<file path="config.mk">
export PLATFORM = sky130hd
export DESIGN_NAME = serial_ripple_borrow_subtractor_flat
export DESIGN_NICKNAME = d
export VERILOG_FILES = /design/src/rtl/serial_ripple_borrow_subtractor_if.sv /design/src/rtl/serial_ripple_borrow_subtractor.sv /design/src/flat_wrapper.sv
export SDC_FILE = /design/constraint.sdc
export NUM_CORES = 1
export LEC_CHECK = 0
export ABC_AREA = 1
export CAP_MARGIN = 10
export CELL_PAD_IN_SITES_DETAIL_PLACEMENT = 0
export CELL_PAD_IN_SITES_GLOBAL_PLACEMENT = 1
export CORE_MARGIN = 1
export CORE_UTILIZATION = 32
export CTS_BUF_LIST = sky130_fd_sc_hd__clkbuf_16
export DETAILED_ROUTE_END_ITERATION = 6
export HOLD_SLACK_MARGIN = 0.15
export PLACE_DENSITY_LB_ADDON = 0.15
export SETUP_SLACK_MARGIN = 0.3
export SYNTH_ARGS = -nofsm -noshare
export SYNTH_HDL_FRONTEND = slang
export SYNTH_SLANG_ARGS = --single-unit
</file>
<file path="constraint.sdc">
create_clock -name clk -period 1.19 [get_ports clk]
set_clock_uncertainty 0.05 [all_clocks]
set_input_delay 0.119 -clock clk [delete_from_list [all_inputs] [get_ports clk]]
set_output_delay 0.119 -clock clk [all_outputs]
set_load 0.05 [all_outputs]
</file>
<file path="src/rtl/serial_ripple_borrow_subtractor_if.sv">
// Operand/result bundle for the serial subtractor: valid/ready on both sides.
// Latency: none, wires only.
// Backpressure: in_ready gates operands, out_ready gates results. OVF exists only with SUB_OVERFLOW_EN.
interface serial_ripple_borrow_subtractor_if #(
    parameter int WIDTH = 8
);
    logic             in_valid;
    logic             in_ready;
    logic [WIDTH-1:0] A;
    logic [WIDTH-1:0] B;
    logic             Bin;
    logic             out_valid;
    logic             out_ready;
    logic [WIDTH-1:0] D;
    logic             Bout;
`ifdef SUB_OVERFLOW_EN
    logic             OVF;
`endif

    // Producer of operands / consumer of results.
    modport master (
        output in_valid, A, B, Bin, out_ready,
        input  in_ready, out_valid, D, Bout
`ifdef SUB_OVERFLOW_EN
        , input OVF
`endif
    );

    // The subtractor itself.
    modport slave (
        input  in_valid, A, B, Bin, out_ready,
        output in_ready, out_valid, D, Bout
`ifdef SUB_OVERFLOW_EN
        , output OVF
`endif
    );
endinterface

</file>
<file path="src/rtl/serial_ripple_borrow_subtractor.sv">
// Digit-serial subtractor D = A - B - Bin, DIGIT bits per clock, LSB first; optional OVF via SUB_OVERFLOW_EN.
// Latency: out_valid rises WIDTH/DIGIT edges after the accepting edge; issue interval WIDTH/DIGIT + 2.
// Backpressure: in_ready only in IDLE; result held stable in DONE until out_ready.
module serial_ripple_borrow_subtractor #(
    parameter int WIDTH = 8,
    parameter int DIGIT = 1
) (
    input  logic                           clk,
    input  logic                           rst_n,
    serial_ripple_borrow_subtractor_if.slave bus
);
    localparam int NDIG = WIDTH / DIGIT;
    localparam int CW   = (NDIG > 1) ? $clog2(NDIG) : 1;

    // Reject illegal configurations at elaboration.
    generate
        if (WIDTH < 2 || DIGIT < 1 || DIGIT > WIDTH || (WIDTH % DIGIT) != 0) begin : g_bad_cfg
            $error("serial_ripple_borrow_subtractor: DIGIT must divide WIDTH and WIDTH >= 2");
        end
    endgenerate

    typedef enum logic [1:0] {
        IDLE = 2'd0,
        RUN  = 2'd1,
        DONE = 2'd2
    } state_t;

    state_t           state_q,     state_d;
    logic [WIDTH-1:0] a_q,         a_d;
    logic [WIDTH-1:0] b_q,         b_d;
    logic [WIDTH-1:0] res_q,       res_d;
    logic             borrow_q,    borrow_d;
    logic             bout_q,      bout_d;
    logic [CW-1:0]    cnt_q,       cnt_d;
    logic             in_ready_q,  in_ready_d;
    logic             out_valid_q, out_valid_d;
`ifdef SUB_OVERFLOW_EN
    logic             a_msb_q,     a_msb_d;
    logic             b_msb_q,     b_msb_d;
    logic             ovf_q,       ovf_d;
`endif

    logic [DIGIT-1:0] dig_diff;
    logic             dig_borrow;
    logic [WIDTH-1:0] res_shift;

    // One digit of full subtractors; borrow ripples from bit 0 upward within the digit.
    always_comb begin
        logic bw;
        bw       = borrow_q;
        dig_diff = '0;
        for (int i = 0; i < DIGIT; i++) begin
            dig_diff[i] = a_q[i] ^ b_q[i] ^ bw;
            bw          = (~a_q[i] & b_q[i]) | (~(a_q[i] ^ b_q[i]) & bw);
        end
        dig_borrow = bw;
        // New digit enters at the MSB end so the LSB-first digits land in place after NDIG steps.
        res_shift  = (res_q >> DIGIT) | (WIDTH'(dig_diff) << (WIDTH - DIGIT));
    end

    // Next-state and datapath update; everything holds unless the state says otherwise.
    always_comb begin
        state_d     = state_q;
        a_d         = a_q;
        b_d         = b_q;
        res_d       = res_q;
        borrow_d    = borrow_q;
        bout_d      = bout_q;
        cnt_d       = cnt_q;
        in_ready_d  = in_ready_q;
        out_valid_d = out_valid_q;
`ifdef SUB_OVERFLOW_EN
        a_msb_d     = a_msb_q;
        b_msb_d     = b_msb_q;
        ovf_d       = ovf_q;
`endif
        case (state_q)
            IDLE: begin
                if (bus.in_valid) begin
                    a_d        = bus.A;
                    b_d        = bus.B;
                    borrow_d   = bus.Bin;
                    cnt_d      = '0;
                    res_d      = '0;
                    in_ready_d = 1'b0;
                    state_d    = RUN;
`ifdef SUB_OVERFLOW_EN
                    a_msb_d    = bus.A[WIDTH-1];
                    b_msb_d    = bus.B[WIDTH-1];
`endif
                end
            end
            RUN: begin
                a_d      = a_q >> DIGIT;
                b_d      = b_q >> DIGIT;
                res_d    = res_shift;
                borrow_d = dig_borrow;
                cnt_d    = cnt_q + CW'(1);
                if (cnt_q == CW'(NDIG - 1)) begin
                    bout_d      = dig_borrow;
                    out_valid_d = 1'b1;
                    state_d     = DONE;
`ifdef SUB_OVERFLOW_EN
                    // Operand signs differ and the result sign flipped away from A's.
                    ovf_d       = (a_msb_q != b_msb_q) && (res_shift[WIDTH-1] != a_msb_q);
`endif
                end
            end
            DONE: begin
                if (bus.out_ready) begin
                    out_valid_d = 1'b0;
                    in_ready_d  = 1'b1;
                    state_d     = IDLE;
                end
            end
            default: begin
                out_valid_d = 1'b0;
                in_ready_d  = 1'b1;
                state_d     = IDLE;
            end
        endcase
    end

    // State and datapath registers with synchronous active-low reset.
    always_ff @(posedge clk) begin
        if (!rst_n) begin
            state_q     <= IDLE;
            a_q         <= '0;
            b_q         <= '0;
            res_q       <= '0;
            borrow_q    <= 1'b0;
            bout_q      <= 1'b0;
            cnt_q       <= '0;
            in_ready_q  <= 1'b1;
            out_valid_q <= 1'b0;
`ifdef SUB_OVERFLOW_EN
            a_msb_q     <= 1'b0;
            b_msb_q     <= 1'b0;
            ovf_q       <= 1'b0;
`endif
        end else begin
            state_q     <= state_d;
            a_q         <= a_d;
            b_q         <= b_d;
            res_q       <= res_d;
            borrow_q    <= borrow_d;
            bout_q      <= bout_d;
            cnt_q       <= cnt_d;
            in_ready_q  <= in_ready_d;
            out_valid_q <= out_valid_d;
`ifdef SUB_OVERFLOW_EN
            a_msb_q     <= a_msb_d;
            b_msb_q     <= b_msb_d;
            ovf_q       <= ovf_d;
`endif
        end
    end

    assign bus.in_ready  = in_ready_q;
    assign bus.out_valid = out_valid_q;
    assign bus.D         = res_q;
    assign bus.Bout      = bout_q;
`ifdef SUB_OVERFLOW_EN
    assign bus.OVF       = ovf_q;
`endif

endmodule

</file>
<file path="src/flat_wrapper.sv">
// flat-port wrapper written by rule: the top's interface ports become plain ports
module serial_ripple_borrow_subtractor_flat 
#(
    parameter int WIDTH = 8,
    parameter int DIGIT = 1
)
  (clk, rst_n, bus_in_valid, bus_A, bus_B, bus_Bin, bus_out_ready, bus_in_ready, bus_out_valid, bus_D, bus_Bout);
  serial_ripple_borrow_subtractor_if #(.WIDTH(WIDTH)) bus_i ();
  input  logic clk;
  input  logic rst_n;
  input wire logic [$bits(bus_i.in_valid)-1:0] bus_in_valid;
  input wire logic [$bits(bus_i.A)-1:0] bus_A;
  input wire logic [$bits(bus_i.B)-1:0] bus_B;
  input wire logic [$bits(bus_i.Bin)-1:0] bus_Bin;
  input wire logic [$bits(bus_i.out_ready)-1:0] bus_out_ready;
  output wire logic [$bits(bus_i.in_ready)-1:0] bus_in_ready;
  output wire logic [$bits(bus_i.out_valid)-1:0] bus_out_valid;
  output wire logic [$bits(bus_i.D)-1:0] bus_D;
  output wire logic [$bits(bus_i.Bout)-1:0] bus_Bout;
  assign bus_i.in_valid = bus_in_valid;
  assign bus_i.A = bus_A;
  assign bus_i.B = bus_B;
  assign bus_i.Bin = bus_Bin;
  assign bus_i.out_ready = bus_out_ready;
  assign bus_in_ready = bus_i.in_ready;
  assign bus_out_valid = bus_i.out_valid;
  assign bus_D = bus_i.D;
  assign bus_Bout = bus_i.Bout;
  serial_ripple_borrow_subtractor #(.WIDTH(WIDTH), .DIGIT(DIGIT)) u_core (.clk(clk), .rst_n(rst_n), .bus(bus_i));
endmodule
</file>
==> results of run 1 <==
## routing by layer
metal,global-route usage,vias up,part of all wire
met4,0.0523,0,0.0096
met1,0.197,673,0.49
met3,0.0470,4,0.042
li1,-,815,-
met2,0.238,31,0.46
met5,0,-,0
## worst max path at each step
stage                       from         endpoint  slack (ps)  cells past startpoint
2_1_floorplan      u_core.a_q[0]  u_core.bus.D[7]          80                      3
3_3_place_gp        bus_in_valid    u_core.b_q[5]        -140                      6
3_5_place_dp        bus_in_valid    u_core.a_q[4]        -170                      6
4_1_cts            u_core.a_q[0]  u_core.bus.D[7]          40                      3
5_1_grt          u_core.borrow_q  u_core.borrow_q         -20                      7
6_report       u_core.state_q[0]  u_core.bus.D[5]          30                      6
## stage by stage
step / instances / utilization
after floorplan: 239 / -
after global placement: 334 / 0.455
after detailed placement: 334 / 0.455
after CTS: 353 / 0.527
after global routing: 359 / 0.568
final: 359 / 0.568
## final cells by class
| class | instances | share of cell area |
|---|---|---|
| Sequential cell | 33 | 0.258 |
| Timing Repair Buffer | 56 | 0.255 |
| Tap cell | 67 | 0.0310 |
| Inverter | 41 | 0.0602 |
| Clock buffer | 5 | 0.0463 |
| Multi-Input combinational cell | 154 | 0.326 |
| Clock inverter | 3 | 0.0241 |
## cell families (layout without fill, tap and decap cells)
logic type / Yosys count / after routing
buf+inv: 52 / 105
flops: 33 / 33
compound gates: 32 / 32
simple gates: 119 / 119
fa+ha+maj: 3 / 3
## power breakdown
part / switching (mW) / leakage, nW / total (mW) / internal [mW]
Clock: 0.483 / 0.0938 / 1.68 / 1.20
Sequential: 0.0383 / 0.280 / 1.21 / 1.17
Combinational: 0.316 / 0.894 / 0.626 / 0.311
## cells in the mapped netlist
master    count  area [um2]
nand2_4       1        11.3
buf_2         2        10.0
o21ai_4       1        16.3
nor2_2        1        6.26
fa_1          1        20.0
nand3b_1      1        7.51
buf_6         6        67.6
inv_1        40         150
dfxtp_1      33         661
inv_2         1        3.75
buf_4         2        15.0
or2_0         1        6.26
nand3_1       4        20.0
nor2_1       20        75.1
a21oi_1      28         140
nand2_1      90         338
o21ai_0       2        10.0
a21oi_2       1        8.76
buf_1         1        3.75
or2_2         1        6.26
ha_1          2        25.0
## worst max-delay path, cell delays in order, from the launching register on
cell and delay, ps:
dfxtp_4 410, inv_4 50, nor2_4 150, buf_6 130
buf_12 130, nand2_4 50, a21oi_2 110
## layout by cell type (no fill, tap or decap), types with 5 or more instances in the layout
master           instances
clkbuf_16                5
nor2_1                  20
inv_1                   35
dfxtp_4                  5
nand2_1                 74
nand2_4                 11
dfxtp_1                 15
clkdlybuf4s50_1         20
a21oi_1                 14
buf_4                   17
nand2_2                  6
dfxtp_2                 13
a21oi_2                 15
buf_12                  15
## flip-flops by register name, indices dropped and copies added, names as in the netlist
name and cells:
u_core.borrow_q 1, u_core.b_q 8, u_core.bus.out_valid 1, u_core.bus.in_ready 1, u_core.bus.Bout 1, u_core.bus.D 8, u_core.cnt_q 3, u_core.a_q 8
u_core.state_q 2
## repair_timing
action,4_1_cts,5_1_grt
pin swaps,8,15
setup buffers,10,6
hold buffers,0,0
setup endpoints to repair,44,44
gates cloned,1,0
resized for setup,25,39
==> out/qor.yml, run 1 <==
nets: 315
worstPathArrival_ps: 1310
place.gp.congestion: 0.736
grt_max_degree: 28
yosys_warnings: 0
cts_root_buf: "clkbuf_16"
crit_required_ps: 1350
max_clock_freq_mhz: 865
synthAdderAreaFrac: 0.0281
cp-start-kind: "register"
syn_area_mm2: 0.00160
min_from: "bus_B[7]"
n_fill_cell: 463
dp_worst_setup_slack_ps: -173
irDropWorstVdd_mv: 0.538
grt.total_usage: 0.152
wl_per_cell_um: 9.92
r2r-start: "u_core.state_q[0]"
ctsHtreeMaxLevel: 2
drcViolationCount: 0
die_w_um: 72.7
place.detailed.hpwl_mm: 2.23
cts_tree: "built"
muxShareOfSynthArea: 0
synth.distinct_cells: 21
status: "finished, final reports clean"
p_per_area_mw_per_mm2: 1300
min_path_cells: 3
final.period_utilization: 0.972
max_cap_violations: 0
ys_seq_area_frac: 0.413
grt.overflow.total: 0
synth_top_family_by_area: "simple AND/OR/NAND/NOR gates"
worstHoldEndpoint: "u_core.b_q[7]"
cp-end-kind: "register"
finalInstanceArea_mm2: 0.00270
fin_crit_ps: 1160
synth_compound_area_frac: 0.109
num_vias: 1523
grt_pass1_wl_mm: 6.18
synth-xor-area-share: 0
clock_latency_ps: 270
dpl-instance-area_mm2: 0.00216
syn_area_per_cell_um2: 6.70
reg2reg_setup_slack_ps: 30
grt_setup_unrepaired: "true"
clock_sinks: 33
std_cell_rows: 25
die_h_um: 72.7
path_max_fanout: 7
final-setup-viol-count: 0
r2r_end: "u_core.bus.D[5]"
cts_buffers: 5
crit_type: "reg2reg"
multi_input_area_um2: 880
drv_slew: 0
antenna_found_initial: 0
leakagePower_nw: 1.27
synth_seq_cells: 33
hp-class: "in2reg"
maxSlewHeadroom: 0.870
layout_setup_ws_ps: 33.5
hold_viol: 0
synthCells: 239
total_power_mw: 3.52
syn-num-nets: 263
worst_pin_slew_ps: 194
start_util: 0.337
core_mm2: 0.00475
dr.pass1.iters: 4
layout-drive-gt1-share: 0.373
rr_worst_depth: 6
clk_pin_slew_ps: 60
drt_wl_total_mm: 3.56
regArea_um2: 696
antennaDiodeCount: 0
grt_pass1_vias: 1442
yosys.area_share.simple: 0.294
ant_nets: 0
ioPinCount: 32
setup_tns_ps: 0
die-area_mm2: 0.00529
drt-initial-drc-count: 43
area_growth_pct: 68.7
cts_buffer_depth: 2
portBuffers: 31
holdWs_ps: 379
vias_per_cell: 4.24
No activity file was read; power rests on OpenSTA's default activity.
==> run 2, diff against run 1 <==
Settings changed: CTS_BUF_LIST sky130_fd_sc_hd__clkbuf_16 to unset.
==> out/qor.yml, run 2 (synthesis gave the netlist of run 1 again) <==
worstPathArrival_ps: 1330  # +20 ps
drt_wl_total_mm: 3.76  # +5.7%
switchingPower_uw: 803  # -4.0%
final_cell_mix: "nand2_1, inv_1, nor2_1, clkdlybuf4s50_1, a21oi_2"
cts_root_buf: "clkbuf_8"
cts_tree: "built"
drv_slew: 0  # unchanged
cp-start-kind: "register"
nets: 316  # +0.32%
fin_crit_ps: 1160  # +7.51 ps
p_per_area_mw_per_mm2: 1170  # -9.9%
final.period_utilization: 0.978  # +0.00631
min_from: "bus_B[7]"
layout-drive-gt1-share: 0.389  # +0.0158
p_comb_frac: 0.214  # +0.036
cts_buffer_depth: 2  # unchanged
num_vias: 1531  # +0.53%
grt.total_usage: 0.150  # -0.00175
drcViolationCount: 0  # unchanged
layout_commonest_cell: "nand2_1"
grt.overflow.total: 0  # unchanged
path_max_fanout: 7  # unchanged
place.detailed.hpwl_mm: 2.23  # unchanged
utilization: 0.566  # -0.00237
area_growth_pct: 68.0
antennaDiodeCount: 0  # unchanged
dpl-instance-area_mm2: 0.00216  # unchanged
grt_pass1_vias: 1442  # unchanged
place.gp.congestion: 0.736  # unchanged
grt_pass1_wl_mm: 6.15  # -0.45%
std_cell_rows: 25  # unchanged
dr.pass1.iters: 4  # unchanged
p_int_mw: 2.35  # -12%
ant_nets: 0  # unchanged
setup_tns_ps: 0  # unchanged
portBuffers: 31  # unchanged
clock_sinks: 33  # unchanged
max_clock_freq_mhz: 859  # -0.65%
crit_required_ps: 1350  # about the same
die-area_mm2: 0.00529  # unchanged
leakagePower_nw: 1.19  # -6.4%
ioPinCount: 32  # unchanged
holdBufCountCts: 0  # unchanged
max_cap_violations: 0  # unchanged
core_mm2: 0.00475  # unchanged
crit_family: "flip-flops"
final-setup-viol-count: 0  # unchanged
r2r-start: "u_core.state_q[0]"
clock_latency_ps: 280  # about the same
drt-initial-drc-count: 61  # +42%
wl_per_cell_um: 10.5  # +5.4%
cp_cell_sequence: "o21ai_4 -> buf_12 -> clkbuf_16 -> nand2_2 -> a21oi_2"
finalInstanceArea_mm2: 0.00269  # -0.42%
clkPwrFrac: 0.400  # -0.077
clk_pin_slew_ps: 70  # about the same
die_h_um: 72.7  # unchanged
hold_viol: 0  # unchanged
die_w_um: 72.7  # unchanged
antenna_found_initial: 0  # unchanged
slowest_stage: "dfxtp_4"
grt_setup_unrepaired: "true"
cp-end-kind: "register"
irDropWorstVdd_mv: 0.468  # -13%
ctsHtreeMaxLevel: 2  # unchanged
vias_per_cell: 4.25  # +0.25%
maxSlewHeadroom: 0.604  # -0.267
start_util: 0.337  # unchanged
cts_buffers: 5  # unchanged
worst_pin_slew_ps: 594  # +400 ps
slowest_delay_ps: 400  # about the same
crit_buf_inv: 2  # -1
grt_max_degree: 28  # unchanged
crit_start: "u_core.state_q[0]"
sw_frac_of_total: 0.255  # +0.0166
status: "finished, final reports clean"
hp-class: "in2reg"
seqPwrFrac: 0.385  # +0.041
crit_type: "reg2reg"
[run 2: routing by layer]
metal,vias up,global-route usage,wire [um],part of all wire
met1,680,0.193,1820,0.48
met4,0,0.0654,62,0.016
met3,7,0.0304,159,0.042
met2,30,0.243,1720,0.46
li1,814,-,-,-
met5,-,0,0,0
[run 2: final cells by class]
class	instances	area, um2
inverters	41	164
clock inverters	3	65.1
multi-input cells	154	870
flip-flops and latches	33	693
fillers	462	2060
well taps	67	83.8
clock buffers	5	68.8
repair buffers	57	746
[run 2: power groups by stage]
stage	clock network (mW)	registers, mW	logic, mW
after floorplan	0	1.25	0.328
after global placement	0	1.24	0.505
after detailed placement	0	1.24	0.507
after CTS	1.29	1.22	0.564
after global routing	1.33	1.22	0.751
final	1.26	1.22	0.676
[run 2: final timing paths]
kind	endpoint	cells past startpoint	slack, ps
worst min-delay path	u_core.b_q[7]	3	370
worst min register to register	u_core.b_q[7]	2	420
worst max register to register	u_core.a_q[7]	5	30
worst max-delay path	u_core.a_q[7]	5	30
[run 2: tightest hold or removal path, stage by stage]
cell	delay, ps
clkdlybuf4s50_1	390
nand3_1	90
a21oi_1	60
[run 2: per-stage QoR]
stage | power (mW) | instances | worst slack [ps] | hold slack (ps)
global placement | 1.74 | 334 | -140 | 401
detailed placement | 1.75 | 334 | -173 | 411
finish | 3.15 | 360 | 26.0 | 373
global route | 3.31 | 360 | -16.8 | 388
CTS | 3.08 | 352 | 35.2 | 373
floorplan | 1.58 | 239 | 79.1 | 204
[run 2: what timing repair did]
item | in CTS | in global routing
setup buffers | 9 | 5
pin swaps | 6 | 10
gates resized for setup | 22 | 39
setup endpoints to repair | 44 | 44
cloned | 1 | 3
